### src/rtl/crc16_tx_framer.sv
// ---------------------------------------------------------------------------
// crc16_tx_framer
//
// Transmit-side Modbus RTU framer. Payload bytes from the response builder
// are forwarded to the UART TX path through a single output register and, in
// the same cycle, folded into an external CRC-16 engine (init 0xFFFF,
// reflected, poly 0xA001). After the last payload byte the framer appends the
// CRC low byte, then the high byte (flagged with m_last_o), and clears the
// engine for the next frame. Frames longer than MAX_PAYLOAD are truncated:
// the excess bytes are swallowed, len_err_o pulses once, and the frame is
// still closed with the CRC of the bytes that were actually sent.
//
// Parameters:
//   MAX_PAYLOAD  maximum payload bytes per frame (1..65535)
//   CNT_W        payload counter width, 2**CNT_W > MAX_PAYLOAD
//
// Ports:
//   clk, rst_n          clock, asynchronous active-low reset
//   s_valid_i/s_ready_o payload byte handshake
//   s_data_i, s_last_i  payload byte and end-of-frame marker
//   m_valid_o/m_ready_i output byte handshake (UART TX side)
//   m_data_o, m_last_o  output byte, m_last_o marks the CRC high byte
//   crc_en_o            fold crc_data_o into the engine this cycle
//   crc_clr_o           synchronous clear of the engine to 0xFFFF
//   crc_data_o          byte to fold (always s_data_i)
//   crc_in_i            current CRC value from the engine
//   len_err_o           one-cycle pulse when a frame is truncated
//
// Optional build macro CRC_TX_STATS_EN adds:
//   frame_cnt_o [15:0]  frames closed (wrapping)
//   trunc_cnt_o [7:0]   truncated frames (saturating at 0xFF)
// ---------------------------------------------------------------------------
module crc16_tx_framer #(
    parameter int unsigned MAX_PAYLOAD = 254,
    parameter int unsigned CNT_W       = 16
) (
    input  logic        clk,
    input  logic        rst_n,
    input  logic        s_valid_i,
    output logic        s_ready_o,
    input  logic [7:0]  s_data_i,
    input  logic        s_last_i,
    output logic        m_valid_o,
    input  logic        m_ready_i,
    output logic [7:0]  m_data_o,
    output logic        m_last_o,
    output logic        crc_en_o,
    output logic        crc_clr_o,
    output logic [7:0]  crc_data_o,
    input  logic [15:0] crc_in_i,
    output logic        len_err_o
`ifdef CRC_TX_STATS_EN
    ,
    output logic [15:0] frame_cnt_o,
    output logic [7:0]  trunc_cnt_o
`endif
);

    // Counter value of the last byte that may still be forwarded.
    localparam logic [CNT_W-1:0] LAST_IDX = CNT_W'(MAX_PAYLOAD - 1);

    typedef enum logic [2:0] {
        ST_IDLE    = 3'd0,
        ST_PAYLOAD = 3'd1,
        ST_CRC_LO  = 3'd2,
        ST_CRC_HI  = 3'd3,
        ST_DROP    = 3'd4
    } state_t;

    state_t             state_q, state_d;
    logic [CNT_W-1:0]   cnt_q, cnt_d;
    logic               m_valid_q, m_valid_d;
    logic [7:0]         m_data_q, m_data_d;
    logic               m_last_q, m_last_d;
    logic               len_err_q, len_err_d;

    logic               loadable_s;
    logic               s_ready_s;
    logic               crc_en_s;
    logic               crc_clr_s;

    // The output register can take a new byte when empty or being drained.
    assign loadable_s = !m_valid_q || m_ready_i;

    // State register and output register.
    always_ff @(posedge clk or negedge rst_n) begin
        if (!rst_n) begin
            state_q   <= ST_IDLE;
            cnt_q     <= '0;
            m_valid_q <= 1'b0;
            m_data_q  <= 8'h00;
            m_last_q  <= 1'b0;
            len_err_q <= 1'b0;
        end else begin
            state_q   <= state_d;
            cnt_q     <= cnt_d;
            m_valid_q <= m_valid_d;
            m_data_q  <= m_data_d;
            m_last_q  <= m_last_d;
            len_err_q <= len_err_d;
        end
    end

    // Next-state, output-register load and CRC engine sequencing.
    always_comb begin
        state_d   = state_q;
        cnt_d     = cnt_q;
        m_data_d  = m_data_q;
        m_last_d  = m_last_q;
        len_err_d = 1'b0;
        s_ready_s = 1'b0;
        crc_en_s  = 1'b0;
        crc_clr_s = 1'b0;

        // A byte taken downstream empties the register unless reloaded below.
        if (m_ready_i) begin
            m_valid_d = 1'b0;
        end else begin
            m_valid_d = m_valid_q;
        end

        case (state_q)
            ST_IDLE, ST_PAYLOAD: begin
                s_ready_s = loadable_s;
                if (s_valid_i && loadable_s) begin
                    m_data_d  = s_data_i;
                    m_valid_d = 1'b1;
                    m_last_d  = 1'b0;
                    crc_en_s  = 1'b1;
                    if (s_last_i) begin
                        state_d = ST_CRC_LO;
                        cnt_d   = '0;
                    end else if (cnt_q == LAST_IDX) begin
                        // Byte still forwarded; the rest of the frame is dropped.
                        state_d   = ST_DROP;
                        cnt_d     = '0;
                        len_err_d = 1'b1;
                    end else begin
                        state_d = ST_PAYLOAD;
                        cnt_d   = cnt_q + CNT_W'(1);
                    end
                end else begin
                    state_d = state_q;
                end
            end

            ST_DROP: begin
                // Excess bytes are accepted and discarded, not folded.
                s_ready_s = 1'b1;
                if (s_valid_i && s_last_i) begin
                    state_d = ST_CRC_LO;
                end else begin
                    state_d = ST_DROP;
                end
            end

            ST_CRC_LO: begin
                // Entered one cycle after the last crc_en, so crc_in_i is final.
                if (loadable_s) begin
                    m_data_d  = crc_in_i[7:0];
                    m_valid_d = 1'b1;
                    m_last_d  = 1'b0;
                    state_d   = ST_CRC_HI;
                end else begin
                    state_d = ST_CRC_LO;
                end
            end

            ST_CRC_HI: begin
                if (loadable_s) begin
                    m_data_d  = crc_in_i[15:8];
                    m_valid_d = 1'b1;
                    m_last_d  = 1'b1;
                    crc_clr_s = 1'b1;
                    state_d   = ST_IDLE;
                end else begin
                    state_d = ST_CRC_HI;
                end
            end

            default: begin
                state_d = ST_IDLE;
                cnt_d   = '0;
            end
        endcase
    end

    assign s_ready_o  = s_ready_s;
    assign crc_en_o   = crc_en_s;
    assign crc_clr_o  = crc_clr_s;
    assign crc_data_o = s_data_i;
    assign m_valid_o  = m_valid_q;
    assign m_data_o   = m_data_q;
    assign m_last_o   = m_last_q;
    assign len_err_o  = len_err_q;

`ifdef CRC_TX_STATS_EN
    logic [15:0] frame_cnt_q;
    logic [7:0]  trunc_cnt_q;
    logic        frame_inc_s;

    assign frame_inc_s = (state_q == ST_CRC_HI) && loadable_s;

    // Frame counter wraps; truncation counter saturates.
    always_ff @(posedge clk or negedge rst_n) begin
        if (!rst_n) begin
            frame_cnt_q <= 16'h0000;
            trunc_cnt_q <= 8'h00;
        end else begin
            if (frame_inc_s) begin
                frame_cnt_q <= frame_cnt_q + 16'h0001;
            end else begin
                frame_cnt_q <= frame_cnt_q;
            end
            if (len_err_q && (trunc_cnt_q != 8'hFF)) begin
                trunc_cnt_q <= trunc_cnt_q + 8'h01;
            end else begin
                trunc_cnt_q <= trunc_cnt_q;
            end
        end
    end

    assign frame_cnt_o = frame_cnt_q;
    assign trunc_cnt_o = trunc_cnt_q;
`endif

endmodule

### config.mk
export PLATFORM = sky130hd
export DESIGN_NAME = crc16_tx_framer
export DESIGN_NICKNAME = d
export VERILOG_FILES = /design/src/rtl/crc16_tx_framer.sv
export SDC_FILE = /design/constraint.sdc
export NUM_CORES = 1
export LEC_CHECK = 0
export BUFFER_PORTS_ARGS = -buffer_cell sky130_fd_sc_hd__buf_4
export CORE_ASPECT_RATIO = 2
export CORE_UTILIZATION = 47
export CTS_CLUSTER_DIAMETER = 60
export DETAILED_ROUTE_END_ITERATION = 8
export PLACE_DENSITY = 0.76
export SKIP_LAST_GASP = 1
export SLEW_MARGIN = 20
export SYNTH_ARGS = -nofsm -noshare
export SYNTH_HDL_FRONTEND = slang
export SYNTH_SLANG_ARGS = --single-unit
export TNS_END_PERCENT = 20
### constraint.sdc
create_clock -name clk -period 1.6 [get_ports clk]
set_input_delay 0.16 -clock clk [delete_from_list [all_inputs] [get_ports clk]]
set_output_delay 0.16 -clock clk [all_outputs]
set_load 0.02 [all_outputs]
Word-level counts from Yosys, hierarchy flattened:

Index checks and enable logic that the tools add are counted.

* bits in registers: 30
* output and inout port bits: 22
* word-level logic and storage cells: 59

* add/sub/neg operators: 1
* eq/ne operators: 8
* multiplexer cells: 32
* bitwise logic cells: 1
* reduce and logical (&&, ||, !) cells: 11

Operators with widths (number)
* $mux 16: 3
* $pmux 16 s2: 1
* $mux 8: 3
* $pmux 8 s3: 1
* $add 16x1->16 const B: 1
* $eq 16x8->1 const B: 1
* $mux 1: 15
* $mux 3: 4
* $pmux 3 s4: 1
* $eq 3x2->1 const B: 2
* $ne 2x2->1 const B: 3
* $pmux 1 s2: 2
* $reduce_and 4->1: 1
* $reduce_or 2->1: 2
* $eq 3x1->1 const B: 1
* $eq 3x3->1 const B: 1
* $logic_not 3->1: 1
* $pmux 1 s3: 1
* $reduce_bool 3->1: 1
* $reduce_or 3->1: 1
* $logic_and 1x1->1: 2
* $mux 2: 1
* $reduce_and 2->1: 1
* $logic_not 1->1: 1
* other kinds (2): 2

Logic depth before layout (Yosys ltp):

Gate-level depths: netlist of the first run.

* word-level depth: 5
* mapped depth: 7
* gate-level depth less buffers: 6

Worst setup path before layout of the first run:

Ideal clock, no wire load.

* path kind: reg2reg
* from: register m_valid_q, in the netlist m_valid_o
* to: register m_data_q[7], in the netlist m_data_o[7]
* arrival: 1447 ps
* required time: 1466 ps
* setup slack: 19 ps
* stages on the path, launching flop included: 7
* buffers on the path: 2
* period minus slack after synthesis: 1581 ps
* cells stage by stage: dfrtp_1 > nor2b_1 > or3_1 > clkbuf_1 > clkbuf_1 > nand2_1 > o21ai_0

* cells in the longest elaborated chain, start to end: 5

RTL lines
* from (decl): line 72 `logic m_valid_q, m_valid_d;`
* from (signal assigned): line 97 `m_valid_q <= m_valid_d;`
* $logic_not 1->1 *: line 83 `assign loadable_s = !m_valid_q || m_ready_i;`
* $logic_or 1x1->1 *: line 83
* $logic_and 1x1->1: line 125 `if (s_valid_i && loadable_s) begin`
* $ne 2x2->1 (no line)
* $reduce_and 4->1 (no line) *
* to (signal assigned): line 98 `m_data_q <= m_data_d;`
* to (decl): line 73 `logic [7:0] m_data_q, m_data_d;`

Every way passes the cells marked *; elsewhere a longest branch is shown, timed or not.
A chain may end at the register's enable or synchronous reset.

Worst setup path after layout of the first run:

* from: register state_q[1]
* to: register cnt_q[5]

* cells in the longest elaborated chain, start to end: 4

RTL lines
* from (decl): line 70 `state_t state_q, state_d;`
* from (signal assigned): line 95 `state_q <= state_d;`
* $eq 3x1->1 (tied with other cells): line 122 `case (state_q)`
* $reduce_or 2->1 or $reduce_or 3->1 (tied branches)
* $ne 2x2->1 (no line) or $not 1->1 (tied branches)
* $reduce_and 2->1 (no line)
* to (signal assigned): line 96 `cnt_q <= cnt_d;`
* to (decl): line 71 `logic [CNT_W-1:0] cnt_q, cnt_d;`

Parallel ways exist; a longest one is shown, timed or not.

==> results of run 1 <==
-- metal layers --
| metal | global-route usage | vias to the layer above |
|---|---|---|
| met4 | 0.160 | 0 |
| met3 | 0.0283 | 8 |
| met5 | 0 | - |
| met2 | 0.468 | 58 |
| met1 | 0.255 | 868 |
| li1 | - | 898 |
-- timing repair --
item	4_1_cts	5_1_grt
gates resized for setup	6	15
cloned	0	1
hold buffers	1	0
setup buffers	0	1
endpoints found under the hold margin	30	0
setup endpoints to repair	19	17
pin swaps	2	3
-- worst paths after layout --
path,cells past startpoint,end,slack (ns)
setup / recovery,5,cnt_q[5],-0.03
hold / removal,3,m_data_o[6],0.19
setup reg to reg,5,cnt_q[5],-0.03
hold reg to reg,2,m_data_o[7],0.48
max in group asynchronous,2,cnt_q[10],0.96
min in group asynchronous,2,cnt_q[12],0.34
-- flip-flops by register name, indices dropped and copies added (netlist names) --
signal     flops
cnt_q         16
len_err_o      1
m_data_o       8
m_last_o       1
m_valid_o      1
state_q        3
-- metrics by stage --
stage | hold WS (ns) | instances | total power [µW] | setup TNS [ns] | worst slack [ns]
after floorplan | -0.136 | 207 | 1930 | 0 | 0.0194
after global placement | 0.113 | 319 | 2560 | -0.392 | -0.0591
after detailed placement | 0.112 | 319 | 2600 | -0.822 | -0.0858
after CTS | 0.188 | 327 | 3250 | -0.162 | -0.0499
final | 0.188 | 329 | 3320 | -0.0565 | -0.0271
after global routing | 0.219 | 329 | 3550 | -1.04 | -0.115
-- cell type report --
type                       count  area (µm²)  share of cell area
multi-input combinational    150         981               0.378
sequential                    30         751               0.290
timing repair buffer          87         689               0.266
clock buffer                   7        86.3              0.0333
tap                           49        61.3              0.0236
inverter                       5        18.8             0.00724
clock inverter                 1        5.00             0.00193
-- synthesized netlist by cell type (3+ instances only) --
cell type  number  share of area
a21oi_1        10          0.028
a31oi_1         5          0.017
and3_1          6          0.021
buf_2           8          0.022
buf_4           8          0.034
clkbuf_1        6          0.013
dfrtp_1        30           0.42
inv_1           5          0.010
mux2i_1         8          0.045
nand2_1        29          0.061
nand3_1         8          0.022
nand4_1         8          0.028
nor2_1          3         0.0063
nor2b_1         4          0.014
o21ai_0        23          0.064
o22ai_1         3          0.010
o31ai_1         8          0.034
or3_1           6          0.021
or4_1           6          0.025
-- where the power goes --
| part | switching (µW) | internal (µW) |
|---|---|---|
| logic | 888 | 748 |
| clock network | 289 | 347 |
| registers | 109 | 939 |
-- tightest hold or removal path: stages --
cell,delay [ns]
buf_4,0.08
o21ai_0,0.07
o21ai_1,0.11
-- cells by family after synthesis --
kind of cell,Yosys count,share of synthesized area
buffers and inverters,27,0.0789
muxes,8,0.0447
adders and majority gates,2,0.0140
DFF,30,0.419
AOI/OAI and AO/OA,57,0.189
and+or+nand+nor,83,0.255
==> impl_results.md, run 1 <==
* Status: finished, violations left
* Failing checks: negative setup slack
* N_diodes at 0
* GRT overflow at 0
* Met3 Wirelength at approximately 160 µm
* Critical Path End Type: flop
* Synth Instances at 207
* Final slew viol count at 0
* Buf/Inv on CP at 1
* Sequential fraction of the synthesis area at 0.419
* WL met1 at 1630 µm
* Maxcap violations at 0
* Hold Path Origin: s_data_i[6]
* Net count of the mapped netlist at 238
* Worst-path fanout max at 13
* First DRT Iteration DRCs at 55
* CTS tree: built
* Routability cong. at roughly 0.89
* H-tree depth at 2
* Port bufs at 50
* Async SR Flop Fraction at 1.00
* Max Freq at 615 MHz
* Clk Tree Root Cell: clkbuf_8
* Main flop type after synthesis: dfrtp_1
* Clk slew on worst S/H paths at 0.06 ns
* Commonest non-fill, non-tap cell in the layout: buf_4
* Critical Path Start Type: flop
* Hold WC Path Type: in2reg
* Top delay family on crit path: simple AND/OR/NAND/NOR gates
* Final period util at 1.02
* Final worst setup slack at -0.0271 ns
* Clk_skew at 0.00283 ns
* I/O pins at 51
* Detailed-route via count at 1,832
* Die area at roughly 0.0041 mm²
* Worst endpoint data arrival time at about 1.8 ns
* Leak pwr at 0.00120 µW
* Kind of critical path: reg2reg
* Synth Register Bits at 30
* Final hold viol count at 0
* Starting density of the core at 0.491
* Gr usage total at 0.255
* Pwr per Cell Area at approximately 1300 mW/mm²
* Initial antenna violation count at 0
* Worst Path Required at 1.80 ns
* Avg Cell Area, Syn at ~8.7 µm²
* Largest net degree at the start of global routing at 31
* Crit path cell chain: nor2_4 > a31oi_4 > buf_12 > or4_1 > a21oi_1
* Slew margin rel. at 0.738
* Clk_lat worst skew at 0.28 ns
* Total CTS buffers at 5
* # DRC at 0
* Most frequent cells in the layout: 83 x buf_4, 30 x dfrtp_1, 28 x nand2_1
* Die width at ~46 µm
* Vias per cell at 5.57
* Synth warn at 0
* Max IR drop VDD at ~0.86 mV
* Core Region at about 0.0036 mm²
* CP peak stage delay at 0.49 ns
* Final Core Density at 0.711
* # setup viols final at 3
* First-pass GRT wire length at 7370 µm
* Max Used Layer: met4
* DIE HEIGHT at between 80 and 90 µm
* Router iterations before antenna repair at 5
* Fill cells at 322
* Critical Path Start: state_q[1]
* Placed Instance Area at 0.00239 mm²
* Layout overhead on the synthesized area at 44.7%
* Worst path slowest cell: or4_1
* RSZ-0062 raised after global routing: true
* Detailed Place HPWL at roughly 3500 µm
* Worst slew pin tran at 0.394 ns
* Number of core rows at 31
* Antenna viol nets, final at 0
* Vias in the first global route at around 1,700
* Routed WL at 4820 µm
* CTS sink cnt at 30
* Synth cell types at 37
* Layout cells sized above 1 at 0.393
* Post-synthesis cell area at ~0.0018 mm²
* Nets at 310
* Max Root-Sink Buffers at 2
* Post-route cell area at 0.00259 mm²
* Mean routed wirelength per cell at approximately 15 µm
* Clock period minus worst slack at 1.63 ns
* Met2 wire length at 2920 µm
* Number of flops mapped to enable cells by yosys at 0
* RR Startpoint: state_q[1]
Power figures use the tool's default switching activity.
==> run 2, diff against run 1 <==
RECOVER_POWER = 100   (was unset)
==> run 2 against run 1 <==
  * The run still ends with negative setup slack left
  * First-iteration DRC count grew 13%
  * Total power decreased by 3.5%
  * Sequential share of layout area increased by 0.85 points
  * Critical path depth is the same
  * Routed wire length fell by 1.2%
  * Final cell count stayed put
  * Maximum frequency up 0.46%
  * Clock power barely moved
  * Via count up 0.33%
  * Worst hold slack worse by 0.00086 ns
  * Critical path type unchanged
  * Largest power group unchanged
==> impl_results.md, run 2 (synthesis results as in run 1) <==
* Status: finished, violations left (unchanged)
* Failing checks: negative setup slack (unchanged)
* Critical Path End Type: flop (unchanged)
* Max Freq at 617 MHz (was 615 MHz)
* Pwr per Cell Area at 1270 mW/mm² (was 1280 mW/mm²)
* Worst-path fanout max at 13 (unchanged)
* Routability cong. at 0.887 (unchanged)
* # setup viols final at 3 (unchanged)
* I/O pins at 51 (unchanged)
* Gr usage total at 0.255 (unchanged)
* Final total negative setup slack at -0.0434 ns (was -0.0565 ns)
* Nets at 310 (unchanged)
* DIE HEIGHT at 89.3 µm (unchanged)
* Hold Path Origin: s_data_i[6] (unchanged)
* Kind of critical path: reg2reg (unchanged)
* Max reg flops at 16 (unchanged)
* Vias per cell at 5.59 (was 5.57)
* RR Startpoint: state_q[1] (unchanged)
* Router iterations before antenna repair at 4 (was 5)
* Mean routed wirelength per cell at 14.5 µm (was 14.7 µm)
* # DRC at 0 (unchanged)
* Die area at 0.00408 mm² (unchanged)
* Antenna viol nets, final at 0 (unchanged)
* Final period util at 1.01 (was 1.02)
* Clk slew on worst S/H paths at 0.06 ns (about the same)
* CTS sink cnt at 30 (unchanged)
* Layout overhead on the synthesized area at 40.6% (was 44.7%)
* Layout cells sized above 1 at 0.325 (was 0.393)
* Slew margin rel. at 0.497 (was 0.738)
* Detailed Place HPWL at 3550 µm (unchanged)
* H-tree depth at 2 (unchanged)
* Max IR drop VDD at 0.853 mV (was 0.859 mV)
* GRT overflow at 0 (unchanged)
* Clock period minus worst slack at 1.62 ns (was 1.63 ns)
* Placed Instance Area at 0.00239 mm² (unchanged)
* N_diodes at 0 (unchanged)
* CTS tree: built (unchanged)
* Largest net degree at the start of global routing at 31 (unchanged)
* Worst Path Required at 1.80 ns (about the same)
* Clk_lat worst skew at 0.28 ns (about the same)
* Final worst setup slack at -0.0196 ns (was -0.0271 ns)
* Core Region at 0.00365 mm² (unchanged)
* First-pass GRT wire length at 7370 µm (unchanged)
* Post-route cell area at 0.00252 mm² (was 0.00259 mm²)
* Port bufs at 50 (unchanged)
* Hold-critical path endpoint: m_data_o[6] (unchanged)
* R2R depth at 5 (unchanged)
* Leak pwr at 0.00113 µW (was 0.00120 µW)
* Clk Tree Root Cell: clkbuf_8 (unchanged)
* First DRT Iteration DRCs at 62 (was 55)
* Final hold viol count at 0 (unchanged)
* Critical Path Start Type: flop (unchanged)
* Commonest non-fill, non-tap cell in the layout: buf_4 (unchanged)
* Hold WC Path Type: in2reg (unchanged)
* Worst endpoint data arrival time at 1.82 ns (about the same)
* Vias in the first global route at 1,688 (unchanged)
* Routed WL at 4760 µm (was 4820 µm)
* Detailed-route via count at 1,838 (was 1,832)
* Most frequent cells in the layout: 63 x buf_4, 30 x dfrtp_1, 28 x nand2_1 (was 83 x buf_4, 30 x dfrtp_1, 28 x nand2_1)
* Number of core rows at 31 (unchanged)
* Final slew viol count at 0 (unchanged)
* Total CTS buffers at 5 (unchanged)
* Max Root-Sink Buffers at 2 (unchanged)
* Worst slew pin tran at 0.754 ns (was 0.394 ns)
* RR Endpoint: cnt_q[5] (unchanged)
* Top reg by flops: cnt_q (unchanged)
* WHS Path Cells at 3 (unchanged)
* Maxcap violations at 0 (unchanged)
* Clk_skew at 0.00282 ns (was 0.00283 ns)
* Starting density of the core at 0.491 (unchanged)
* Initial antenna violation count at 0 (unchanged)
* Setup slack, reg-to-reg at -0.02 ns (was -0.03 ns)
* Die width at 45.7 µm (unchanged)
* RSZ-0062 raised after global routing: true (unchanged)
run 2: changes by cell type in the layout (fill, tap and decap cells not counted), sizes merged:
| cell | before | now |
|---|---|---|
| buf | 85 | 65 |
| clkbuf | 8 | 28 |
run 2: area by class of cell:
type,count,area (µm²)
Tap cell,49,61.3
Timing Repair Buffer,87,616
Sequential cell,30,751
Fill cell,345,1130
Inverter,5,18.8
Multi-Input combinational cell,150,981
Clock inverter,1,5.00
Clock buffer,7,86.3
run 2: how the worst max path moves through the flow:
stage | from | to | slack (ns) | cells past startpoint
final | state_q[1] | cnt_q[5] | -0.02 | 5
after global routing | state_q[1] | cnt_q[12] | -0.11 | 7
after CTS | state_q[2] | cnt_q[13] | -0.05 | 5
after detailed placement | cnt_q[1] | cnt_q[3] | -0.09 | 8
after global placement | cnt_q[8] | cnt_q[2] | -0.06 | 5
after floorplan | m_valid_o | m_data_o[7] | 0.02 | 6
run 2: power breakdown:
part / switching (µW) / internal [µW]
registers: 104 / 939
clock network: 290 / 347
logic: 884 / 642
total: 1280 / 1930
run 2: critical path, cell delays in order (launching register included):
cell and delay (ns):
dfrtp_1 0.42, nor2_4 0.15, a31oi_4 0.13, buf_12 0.17
or4_1 0.49, a21oi_1 0.17
run 2: per-stage QoR:
stage	power, µW	utilization	worst slack, ns	cells	hold slack, ns
after global routing	3440	0.691	-0.115	329	0.218
after floorplan	1930	-	0.0194	207	-0.136
final	3210	0.691	-0.0196	329	0.187
after CTS	3250	0.688	-0.0499	327	0.188
after global placement	2560	0.655	-0.0591	319	0.113
after detailed placement	2600	0.655	-0.0858	319	0.112
run 2: layer usage:
layer / up-vias / track usage / part of all wire
li1: 896 / - / -
met1: 873 / 0.255 / 0.34
met2: 61 / 0.468 / 0.61
met3: 8 / 0.0283 / 0.031
met4: 0 / 0.160 / 0.023
met5: - / 0 / 0
run 2: repair_timing:
item / CTS / global route
pin swaps: 2 / 3
setup endpoints to repair: 19 / 17
buffers inserted: 0 / 1
hold endpoints to repair: 30 / 0
hold buffers: 1 / 0
cloned: 0 / 1
gates resized for setup: 6 / 15
